## src/rtl/multicycle_sequencer.sv

```systemverilog
// rtl/multicycle_sequencer.sv - multicycle control sequencer for a LEGv8-style datapath
//
// Ports:
//   clk, reset               rising-edge clock, synchronous active-high reset
//   opcode[10:0]             Instruction[31:21], valid from DECODE onward
//   zero                     ALU zero flag, used for CBZ/CBNZ
//   mem_ready                memory acknowledge for the current request
//   mem_req/mem_we/mem_sel   memory request, write enable, address select (0=PC, 1=ALU)
//   ir_write, pc_write       instruction register and PC load strobes
//   pc_src                   PC source (0=PC+4, 1=branch target)
//   reg2loc, alu_src, alu_op register/ALU operand and operation selects
//   reg_write, mem_to_reg    register-file write strobe and write-back source
//   state[2:0]               current state code
//   illegal, timeout         sticky error flags
//   retired[31:0]            completed-instruction counter
module multicycle_sequencer #(
    parameter int TIMEOUT = 255
) (
    input  logic        clk,
    input  logic        reset,
    input  logic [10:0] opcode,
    input  logic        zero,
    input  logic        mem_ready,
    output logic        mem_req,
    output logic        mem_we,
    output logic        mem_sel,
    output logic        ir_write,
    output logic        pc_write,
    output logic        pc_src,
    output logic        reg2loc,
    output logic        alu_src,
    output logic [1:0]  alu_op,
    output logic        reg_write,
    output logic        mem_to_reg,
    output logic [2:0]  state,
    output logic        illegal,
    output logic        timeout,
    output logic [31:0] retired
);

    typedef enum logic [2:0] {
        S_FETCH  = 3'd0,
        S_DECODE = 3'd1,
        S_EXEC   = 3'd2,
        S_MEM    = 3'd3,
        S_WB     = 3'd4,
        S_BRANCH = 3'd5,
        S_ERROR  = 3'd7
    } state_t;

    typedef enum logic [2:0] {
        C_NONE  = 3'd0,
        C_RTYPE = 3'd1,
        C_LOAD  = 3'd2,
        C_STORE = 3'd3,
        C_CBZ   = 3'd4,
        C_CBNZ  = 3'd5,
        C_B     = 3'd6
    } class_t;

    localparam int CW = ($clog2(TIMEOUT + 1) > 8) ? $clog2(TIMEOUT + 1) : 8;

    state_t        state_q;
    state_t        next_state;
    class_t        cls_q;
    class_t        dec_class;
    logic [CW-1:0] wait_cnt;
    logic          timeout_hit;
    logic          set_illegal;
    logic          set_timeout;
    logic          retire_inc;
    logic          cls_r2l;
    logic          dec_r2l;

    assign state = state_q;

    always_comb begin
        dec_class = C_NONE;
        casez (opcode)
            11'b10001011000,
            11'b11001011000,
            11'b10001010000,
            11'b10101010000: dec_class = C_RTYPE;
            11'b11111000010: dec_class = C_LOAD;
            11'b11111000000: dec_class = C_STORE;
            11'b10110100???: dec_class = C_CBZ;
            11'b10110101???: dec_class = C_CBNZ;
            11'b000101?????: dec_class = C_B;
            default:         dec_class = C_NONE;
        endcase
    end

    // The latched class is not available until DECODE ends, so DECODE itself
    // selects reg2loc from the live decode; later states use the latched copy.
    assign dec_r2l = (dec_class == C_STORE) || (dec_class == C_CBZ) || (dec_class == C_CBNZ);
    assign cls_r2l = (cls_q == C_STORE) || (cls_q == C_CBZ) || (cls_q == C_CBNZ);

    // Fires on the cycle the counter would reach TIMEOUT, i.e. after TIMEOUT
    // unanswered request cycles.
    assign timeout_hit = (wait_cnt == CW'(TIMEOUT - 1));

    always_comb begin
        next_state  = state_q;
        mem_req     = 1'b0;
        mem_we      = 1'b0;
        mem_sel     = 1'b0;
        ir_write    = 1'b0;
        pc_write    = 1'b0;
        pc_src      = 1'b0;
        reg2loc     = 1'b0;
        alu_src     = 1'b0;
        alu_op      = 2'b00;
        reg_write   = 1'b0;
        mem_to_reg  = 1'b0;
        set_illegal = 1'b0;
        set_timeout = 1'b0;
        retire_inc  = 1'b0;
        case (state_q)
            S_FETCH: begin
                mem_req = 1'b1;
                if (mem_ready) begin
                    ir_write   = 1'b1;
                    pc_write   = 1'b1;
                    next_state = S_DECODE;
                end else if (timeout_hit) begin
                    set_timeout = 1'b1;
                    next_state  = S_ERROR;
                end
            end
            S_DECODE: begin
                reg2loc = dec_r2l;
                case (dec_class)
                    C_RTYPE, C_LOAD, C_STORE: next_state = S_EXEC;
                    C_CBZ, C_CBNZ, C_B:       next_state = S_BRANCH;
                    default: begin
                        set_illegal = 1'b1;
                        next_state  = S_ERROR;
                    end
                endcase
            end
            S_EXEC: begin
                reg2loc = cls_r2l;
                if (cls_q == C_RTYPE) begin
                    alu_op     = 2'b10;
                    next_state = S_WB;
                end else begin
                    alu_src    = 1'b1;
                    next_state = S_MEM;
                end
            end
            S_MEM: begin
                mem_req = 1'b1;
                mem_sel = 1'b1;
                mem_we  = (cls_q == C_STORE);
                alu_src = 1'b1;
                reg2loc = cls_r2l;
                if (mem_ready) begin
                    if (cls_q == C_STORE) begin
                        retire_inc = 1'b1;
                        next_state = S_FETCH;
                    end else begin
                        next_state = S_WB;
                    end
                end else if (timeout_hit) begin
                    set_timeout = 1'b1;
                    next_state  = S_ERROR;
                end
            end
            S_WB: begin
                reg_write  = 1'b1;
                mem_to_reg = (cls_q == C_LOAD);
                reg2loc    = cls_r2l;
                retire_inc = 1'b1;
                next_state = S_FETCH;
            end
            S_BRANCH: begin
                alu_op     = 2'b01;
                pc_src     = 1'b1;
                reg2loc    = cls_r2l;
                pc_write   = (cls_q == C_B) || ((cls_q == C_CBZ) && zero) ||
                             ((cls_q == C_CBNZ) && !zero);
                retire_inc = 1'b1;
                next_state = S_FETCH;
            end
            S_ERROR: next_state = S_ERROR;
            default: next_state = S_ERROR;
        endcase
    end

    always_ff @(posedge clk) begin
        if (reset) begin
            state_q  <= S_FETCH;
            cls_q    <= C_NONE;
            wait_cnt <= '0;
            illegal  <= 1'b0;
            timeout  <= 1'b0;
            retired  <= 32'd0;
        end else begin
            state_q <= next_state;
            if (state_q == S_DECODE) begin
                cls_q <= dec_class;
            end
            // A self-loop only happens while waiting on memory, so any state
            // change restarts the count for the next request.
            if (next_state != state_q) begin
                wait_cnt <= '0;
            end else if (mem_req && !mem_ready) begin
                wait_cnt <= wait_cnt + 1'b1;
            end
            if (set_illegal) begin
                illegal <= 1'b1;
            end
            if (set_timeout) begin
                timeout <= 1'b1;
            end
            if (retire_inc) begin
                retired <= retired + 32'd1;
            end
        end
    end

endmodule

```

## config.mk

```make
export PLATFORM = sky130hd
export DESIGN_NAME = multicycle_sequencer
export DESIGN_NICKNAME = d
export VERILOG_FILES = /design/src/rtl/multicycle_sequencer.sv
export SDC_FILE = /design/constraint.sdc
export NUM_CORES = 1
export LEC_CHECK = 0
export CORE_UTILIZATION = 50
export CTS_CLUSTER_SIZE = 40
export DETAILED_ROUTE_END_ITERATION = 8
export GPL_TIMING_DRIVEN = 0
export PLACE_DENSITY = 0.83
export SLEW_MARGIN = 20
export SYNTH_ARGS = -nofsm -noshare
export SYNTH_HDL_FRONTEND = slang
export SYNTH_SLANG_ARGS = --single-unit
```

## constraint.sdc

```tcl
create_clock -name clk -period 4.7 [get_ports clk]
set_clock_uncertainty 0.15 [all_clocks]
set_input_delay 0.94 -clock clk [delete_from_list [all_inputs] [get_ports clk]]
set_output_delay 0.94 -clock clk [all_outputs]
set_load 0.01 [all_outputs]
```

==> impl_metrics.json, run 1 <==
{
  "rsz0062_at_grt": "false",
  "global_route.usage.total_pct": 23.7,
  "groute.layer.met1.usage_pct": 30.7,
  "relSlewSlack_pct": 52.4,
  "cts_resized": 0,
  "crit_required_ns": 3.61,
  "final.period_utilization_pct": 93.3,
  "fp.dieArea_um2": 5470,
  "io_pins": 64,
  "sequential_cell_area_um2": 961,
  "tritoncts.num_buffers": 5,
  "grt_overflow_total": 0,
  "post_drt_via_cell_ratio": 5.55,
  "floorplan.core_area_um2": 4850,
  "outcome": "finished, final reports clean",
  "post_synthesis_sequential_area_ratio_pct": 37.1,
  "cts_post_setup_buffers_inserted": 0,
  "slew_violations": 0,
  "worst_slack_ns": 0.315,
  "place_hpwl_um": 4430,
  "cts_sinks": 48,
  "post_synth_instance_area_um2": 2590,
  "crit_path_top_delay_cell": "sky130_fd_sc_hd__or4b_2",
  "cellPowerDensity_nw_per_um2": 289,
  "crit_path_buf_inv_count": 2,
  "clk_transition_reported_paths_ns": 0.09,
  "grt_pass1_vias": 2249,
  "critical_path_arrival_ns": 3.29,
  "maxCapViolCount": 0,
  "cts-htree-levels": 2,
  "crit_path_start_kind": "primary input",
  "totalWireLength_um": 6220,
  "ys.flop_type": "sky130_fd_sc_hd__dfxtp_1",
  "num-fill-cells": 405,
  "pin_count_of_the_biggest_net_entering_global_routing": 15,
  "postCtsHoldBufs": 0,
  "nets": 393,
  "wl_per_cell_um": 14.0,
  "groute.layer.met3.usage_pct": 4.20,
  "num_vias": 2458,
  "leak_pwr_nw": 1.09,
  "syn2layout_area_growth_pct": 32.5,
  "cts_max_path_buffers": 2,
  "synthDistinctLibCells": 50,
  "fin_tns_setup_ns": 0,
  "total_power_mw": 0.993,
  "cpMostUsedCell": "sky130_fd_sc_hd__clkdlybuf4s50_1",
  "number_of_antenna_violations_at_the_first_check_in_global_routing": 0,
  "drt_iter0_drc": 162,
  "delay_of_the_slowest_cell_on_the_worst_path_ns": 0.71,
  "die_height_um": 74.0,
  "num_antenna_cells": 0,
  "combined_area_of_the_multi_input_logic_cells_um2": 1550,
  "crit_chain": "clkdlybuf4s50_1 -> or4b_2 -> nor4_1 -> a21oi_1 -> o21ai_0 -> clkdlybuf4s50_1",
  "dp_slack_ns": 0.336,
  "rows": 25,
  "place.gp.congestion": 0.862,
  "fraction_of_layout_instances_using_a_drive_strength_above_1_pct": 8.51,
  "ys.warnings.count": 0,
  "mapped_nets": 323,
  "crit_path_category": "in -> out",
  "most-common-layout-cells": "sky130_fd_sc_hd__clkdlybuf4s50_1 (63), sky130_fd_sc_hd__nor2_1 (56), sky130_fd_sc_hd__dfxtp_1 (48)",
  "detail_route.drc_violations": 0,
  "timing.critical_path.max_delay_family": "simple AND/OR/NAND/NOR gates",
  "synthesis.instances": 305,
  "place.port_buffers": 63,
  "global_route_wire_length_before_repair_um": 10100,
  "cts_tree": "done",
  "die_width_um": 74.0,
  "gr-max-usage-layer": "met2",
  "clock.fmax_mhz": 228,
  "endpoint_kind": "primary output",
  "cp_max_fo": 3,
  "clk-insertion-delay-late_ns": 0.30,
  "finalCriticalPeriod_ns": 4.38,
  "hold_viol_final": 0,
  "max-vdd-ir-drop_v": 0.000245,
  "cts.root.buffer_cell": "sky130_fd_sc_hd__clkbuf_8",
  "floorplan.initialDensity_pct": 53.4,
  "layout.cells.most_common": "sky130_fd_sc_hd__clkdlybuf4s50_1",
  "antenna_left": 0,
  "worst_margin_pin_slew_ns": 0.714,
  "synth-edff-count": 0,
  "ys_seq_elements": 48,
  "groute.layer.met2.usage_pct": 38.6,
  "post_synth.cell_area_avg_um2": 8.49,
  "post_synth_arst_share_pct": 0,
  "hold_class": "reg -> reg",
  "detailedRoute.firstPassIterationCount": 5,
  "setup-violations-final": 0
}
[sequential cells by signal (all words and copies together) (netlist names)]
register and cells:
state 3, retired 32, cls_q 3, timeout 1, wait_cnt 8, illegal 1
[synthesized netlist by cell type (all sizes together) (6+ instances only)]
cell type	instances	area share, %
clkbuf	11	1.6
xnor2	33	11
nand2	17	2.5
nor2	56	8.1
dfxtp	48	37
nor2b	6	1.4
nand3	12	2.3
a21oi	9	1.7
nor4	16	5.8
nor3	13	2.5
nand4	7	1.9
nor4b	6	2.3
[power breakdown]
| group | internal (mW) | total [mW] | switching (mW) | leakage, nW |
|---|---|---|---|---|
| sequential | 0.421 | 0.441 | 0.0201 | 0.388 |
| combinational | 0.108 | 0.227 | 0.119 | 0.636 |
| clock | 0.188 | 0.325 | 0.137 | 0.0645 |
| total | 0.716 | 0.993 | 0.277 | 1.09 |
[layer usage]
metal  up-vias  share of wire, %  wire [µm]
met4         0               1.7        105
met2        68                47       2900
li1       1216                 -          -
met1      1161                46       2840
met5         -                 0          0
met3        13               6.0        374
[metrics by stage]
stage / cell area [µm²] / instances / hold slack, ns / util [%]
floorplan: 2590 / 305 / 0.327 / -
global placement: 3300 / 435 / 0.300 / 68.2
detailed placement: 3300 / 435 / 0.311 / 68.2
CTS: 3430 / 443 / 0.329 / 70.8
global route: 3430 / 443 / 0.344 / 70.8
finish: 3430 / 443 / 0.326 / 70.8
[cells by family (layout without fill, tap and decap cells)]
group,count (synthesis),after routing,synth area share (%)
AO/OA/AOI/OAI,29,29,7.73
XOR/XNOR,38,38,12.9
adder cells (fa/ha/maj),3,3,1.45
buffers and inverters,19,90,3.24
flip-flops,48,48,37.1
multiplexers,2,2,0.821
AND/OR/NAND/NOR,166,166,36.8
[worst register-to-register path, delay by kind of cell, from the launching register on]
kind	cells	cell delay, ns
adder cells (fa/ha/maj)	1	0.19
buffers and inverters	1	0.06
AND/OR/NAND/NOR	2	0.41
AO/OA/AOI/OAI	3	1.10
flip-flops	1	0.41
[area by class of cell]
class | count | area share [%]
repair buffers | 63 | 18.4
plain buffers | 14 | 1.90
multi-input cells | 238 | 45.0
inverters | 5 | 0.547
clock inverters | 1 | 0.875
flip-flops and latches | 48 | 28.0
clock buffers | 7 | 2.81
well taps | 67 | 2.44
[final timing paths]
check                            startpoint          end  slack, ns  cells after the start
worst min register to register      illegal      illegal       0.33                      2
worst min-delay path                illegal      illegal       0.33                      2
worst max-delay path              opcode[5]      reg2loc       0.32                      6
worst max register to register  wait_cnt[0]  wait_cnt[1]       2.31                      7
No activity file was read; power rests on OpenSTA's default activity.
==> inputs of run 2 (changes only) <==
Settings changed: CORE_ASPECT_RATIO from default to 1.2, CORE_MARGIN from default to 3, CORE_UTILIZATION 50 to 30, PLACE_DENSITY 0.83 to 0.55.
==> impl_metrics.json, run 2 (synthesized netlist as in run 1, its figures left out) <==
{
  "post_drt_via_cell_ratio": 4.91,
  "grt_overflow_total": 0,
  "leak_pwr_nw": 1.08,
  "cts_max_path_buffers": 2,
  "total_power_mw": 0.968,
  "final-instance-count-excl-fill": 490,
  "timing.critical_path.max_delay_family": "simple AND/OR/NAND/NOR gates",
  "nets": 393,
  "cp_max_fo": 3,
  "layout_top_registers": "retired x32, wait_cnt x8",
  "delay_of_the_slowest_cell_on_the_worst_path_ns": 0.70,
  "clk-insertion-delay-late_ns": 0.30,
  "clk_transition_reported_paths_ns": 0.09,
  "cts_sinks": 48,
  "worst_setup_path_startpoint": "opcode[5]",
  "cts_post_setup_buffers_inserted": 0,
  "cpMostUsedCell": "sky130_fd_sc_hd__clkdlybuf4s50_1",
  "netSwitchingPower_mw": 0.282,
  "rsz0062_at_grt": "false",
  "setup-violations-final": 0,
  "final.period_utilization_pct": 92.8,
  "place.port_buffers": 63,
  "grt_pass1_vias": 2415,
  "detail_route.drc_violations": 0,
  "antenna_left": 0,
  "hold_class": "reg -> reg",
  "syn2layout_area_growth_pct": 34.0,
  "hp-start": "timeout",
  "largest_register_ff_count": 32,
  "wl_per_cell_um": 13.4,
  "layout.cells.most_common": "sky130_fd_sc_hd__clkdlybuf4s50_1",
  "fraction_of_layout_instances_using_a_drive_strength_above_1_pct": 8.24,
  "outcome": "finished, final reports clean",
  "io_pins": 64,
  "die_width_um": 90.8,
  "critical_path_arrival_ns": 3.27,
  "die_height_um": 108,
  "totalWireLength_um": 6580,
  "tritoncts.num_buffers": 5,
  "relSlewSlack_pct": 49.8,
  "global_route_wire_length_before_repair_um": 11300,
  "number_of_antenna_violations_at_the_first_check_in_global_routing": 0,
  "top_register": "retired",
  "place.gp.congestion": 0.759,
  "cts.root.buffer_cell": "sky130_fd_sc_hd__clkbuf_8",
  "reg2reg_slack_ns": 2.23,
  "worst_slack_ns": 0.336,
  "cellPowerDensity_nw_per_um2": 279,
  "floorplan.initialDensity_pct": 31.4,
  "sequentialPowerShare_pct": 45.7,
  "crit_path_top_delay_cell": "sky130_fd_sc_hd__or4b_2",
  "endpoint_kind": "primary output",
  "crit_path_category": "in -> out",
  "finalCriticalPeriod_ns": 4.36,
  "num_antenna_cells": 0,
  "postCtsHoldBufs": 0,
  "maxCapViolCount": 0,
  "worst_margin_pin_slew_ns": 0.753,
  "fin_tns_setup_ns": 0,
  "sw_frac_of_total_pct": 29.1,
  "cts-htree-levels": 2,
  "max-vdd-ir-drop_v": 0.000137,
  "crit_path_start_kind": "primary input",
  "crit_chain": "clkdlybuf4s50_1 -> or4b_2 -> nor4_1 -> a21oi_1 -> o21ai_0 -> clkdlybuf4s50_1",
  "dp_slack_ns": 0.341,
  "floorplan.core_area_um2": 8240,
  "power.combinational.fraction_pct": 23.4,
  "p_int_mw": 0.686,
  "num_vias": 2405,
  "global_route.usage.total_pct": 13.9,
  "clock_power_share_pct": 31.0,
  "drt_iter0_drc": 115,
  "cts_resized": 0,
  "crit_path_buf_inv_count": 2,
  "pin_count_of_the_biggest_net_entering_global_routing": 15,
  "clock.fmax_mhz": 229,
  "detailedRoute.firstPassIterationCount": 5,
  "fp.dieArea_um2": 9790,
  "r2r-start": "wait_cnt[0]",
  "place_hpwl_um": 4860,
  "crit_required_ns": 3.61,
  "slew_violations": 0,
  "hold_viol_final": 0,
  "most-common-layout-cells": "sky130_fd_sc_hd__clkdlybuf4s50_1 (63), sky130_fd_sc_hd__nor2_1 (56), sky130_fd_sc_hd__dfxtp_1 (48)",
  "finalCoreUtilization_pct": 42.1,
  "cts_tree": "done",
  "dp_cells": 482,
  "rows": 36
}
==> run 2: cell types whose count changed in the layout (fill, tap and decap cells not counted) <==
| cell | change |
|---|---|
| sky130_fd_sc_hd__clkbuf_8 | -2 |
| sky130_fd_sc_hd__clkbuf_1 | +1 |
| sky130_fd_sc_hd__clkinv_2 | +1 |
==> run 2: area by class of cell <==
cell class	instances	area, µm²
clock buffers	6	72.6
fillers	836	4770
inverters	5	18.8
clock inverters	2	35.0
plain buffers	14	65.1
flip-flops and latches	48	961
multi-input cells	238	1550
well taps	114	143
repair buffers	63	631
==> run 2: final timing paths <==
| path | endpoint | cells past startpoint |
|---|---|---|
| setup / recovery | reg2loc | 6 |
| hold / removal | timeout | 2 |
| setup reg to reg | wait_cnt[1] | 7 |
| hold reg to reg | timeout | 2 |
==> run 2: worst reg2reg max path: stages (launching register included) <==
cell	delay, ns
sky130_fd_sc_hd__dfxtp_1	0.43
sky130_fd_sc_hd__inv_1	0.07
sky130_fd_sc_hd__ha_1	0.19
sky130_fd_sc_hd__and3_1	0.20
sky130_fd_sc_hd__and4_1	0.22
sky130_fd_sc_hd__a2111oi_0	0.40
sky130_fd_sc_hd__o2111ai_1	0.42
sky130_fd_sc_hd__a211oi_2	0.31
==> run 2: metrics by stage <==
step | area (µm²) | hold slack [ns]
2_1_floorplan | 2590 | 0.327
5_1_grt | 3470 | 0.392
4_1_cts | 3470 | 0.341
6_report | 3470 | 0.328
3_3_place_gp | 3360 | 0.307
3_5_place_dp | 3360 | 0.316
==> run 2: power groups by stage <==
stage               combinational (mW)  clock [mW]  sequential [mW]
finish                           0.226       0.300            0.442
floorplan                        0.135           0            0.450
global route                     0.250       0.327            0.446
global placement                 0.227           0            0.451
CTS                              0.228       0.311            0.442
detailed placement               0.227           0            0.452
==> run 2: layer usage <==
layer  vias up  global-route usage (%)  wire length, µm
met3         6                    2.17              247
met5         -                       0                0
met1      1127                    17.2             3010
met4         0                    4.96               97
li1       1215                       -                -
met2        57                    24.3             3230
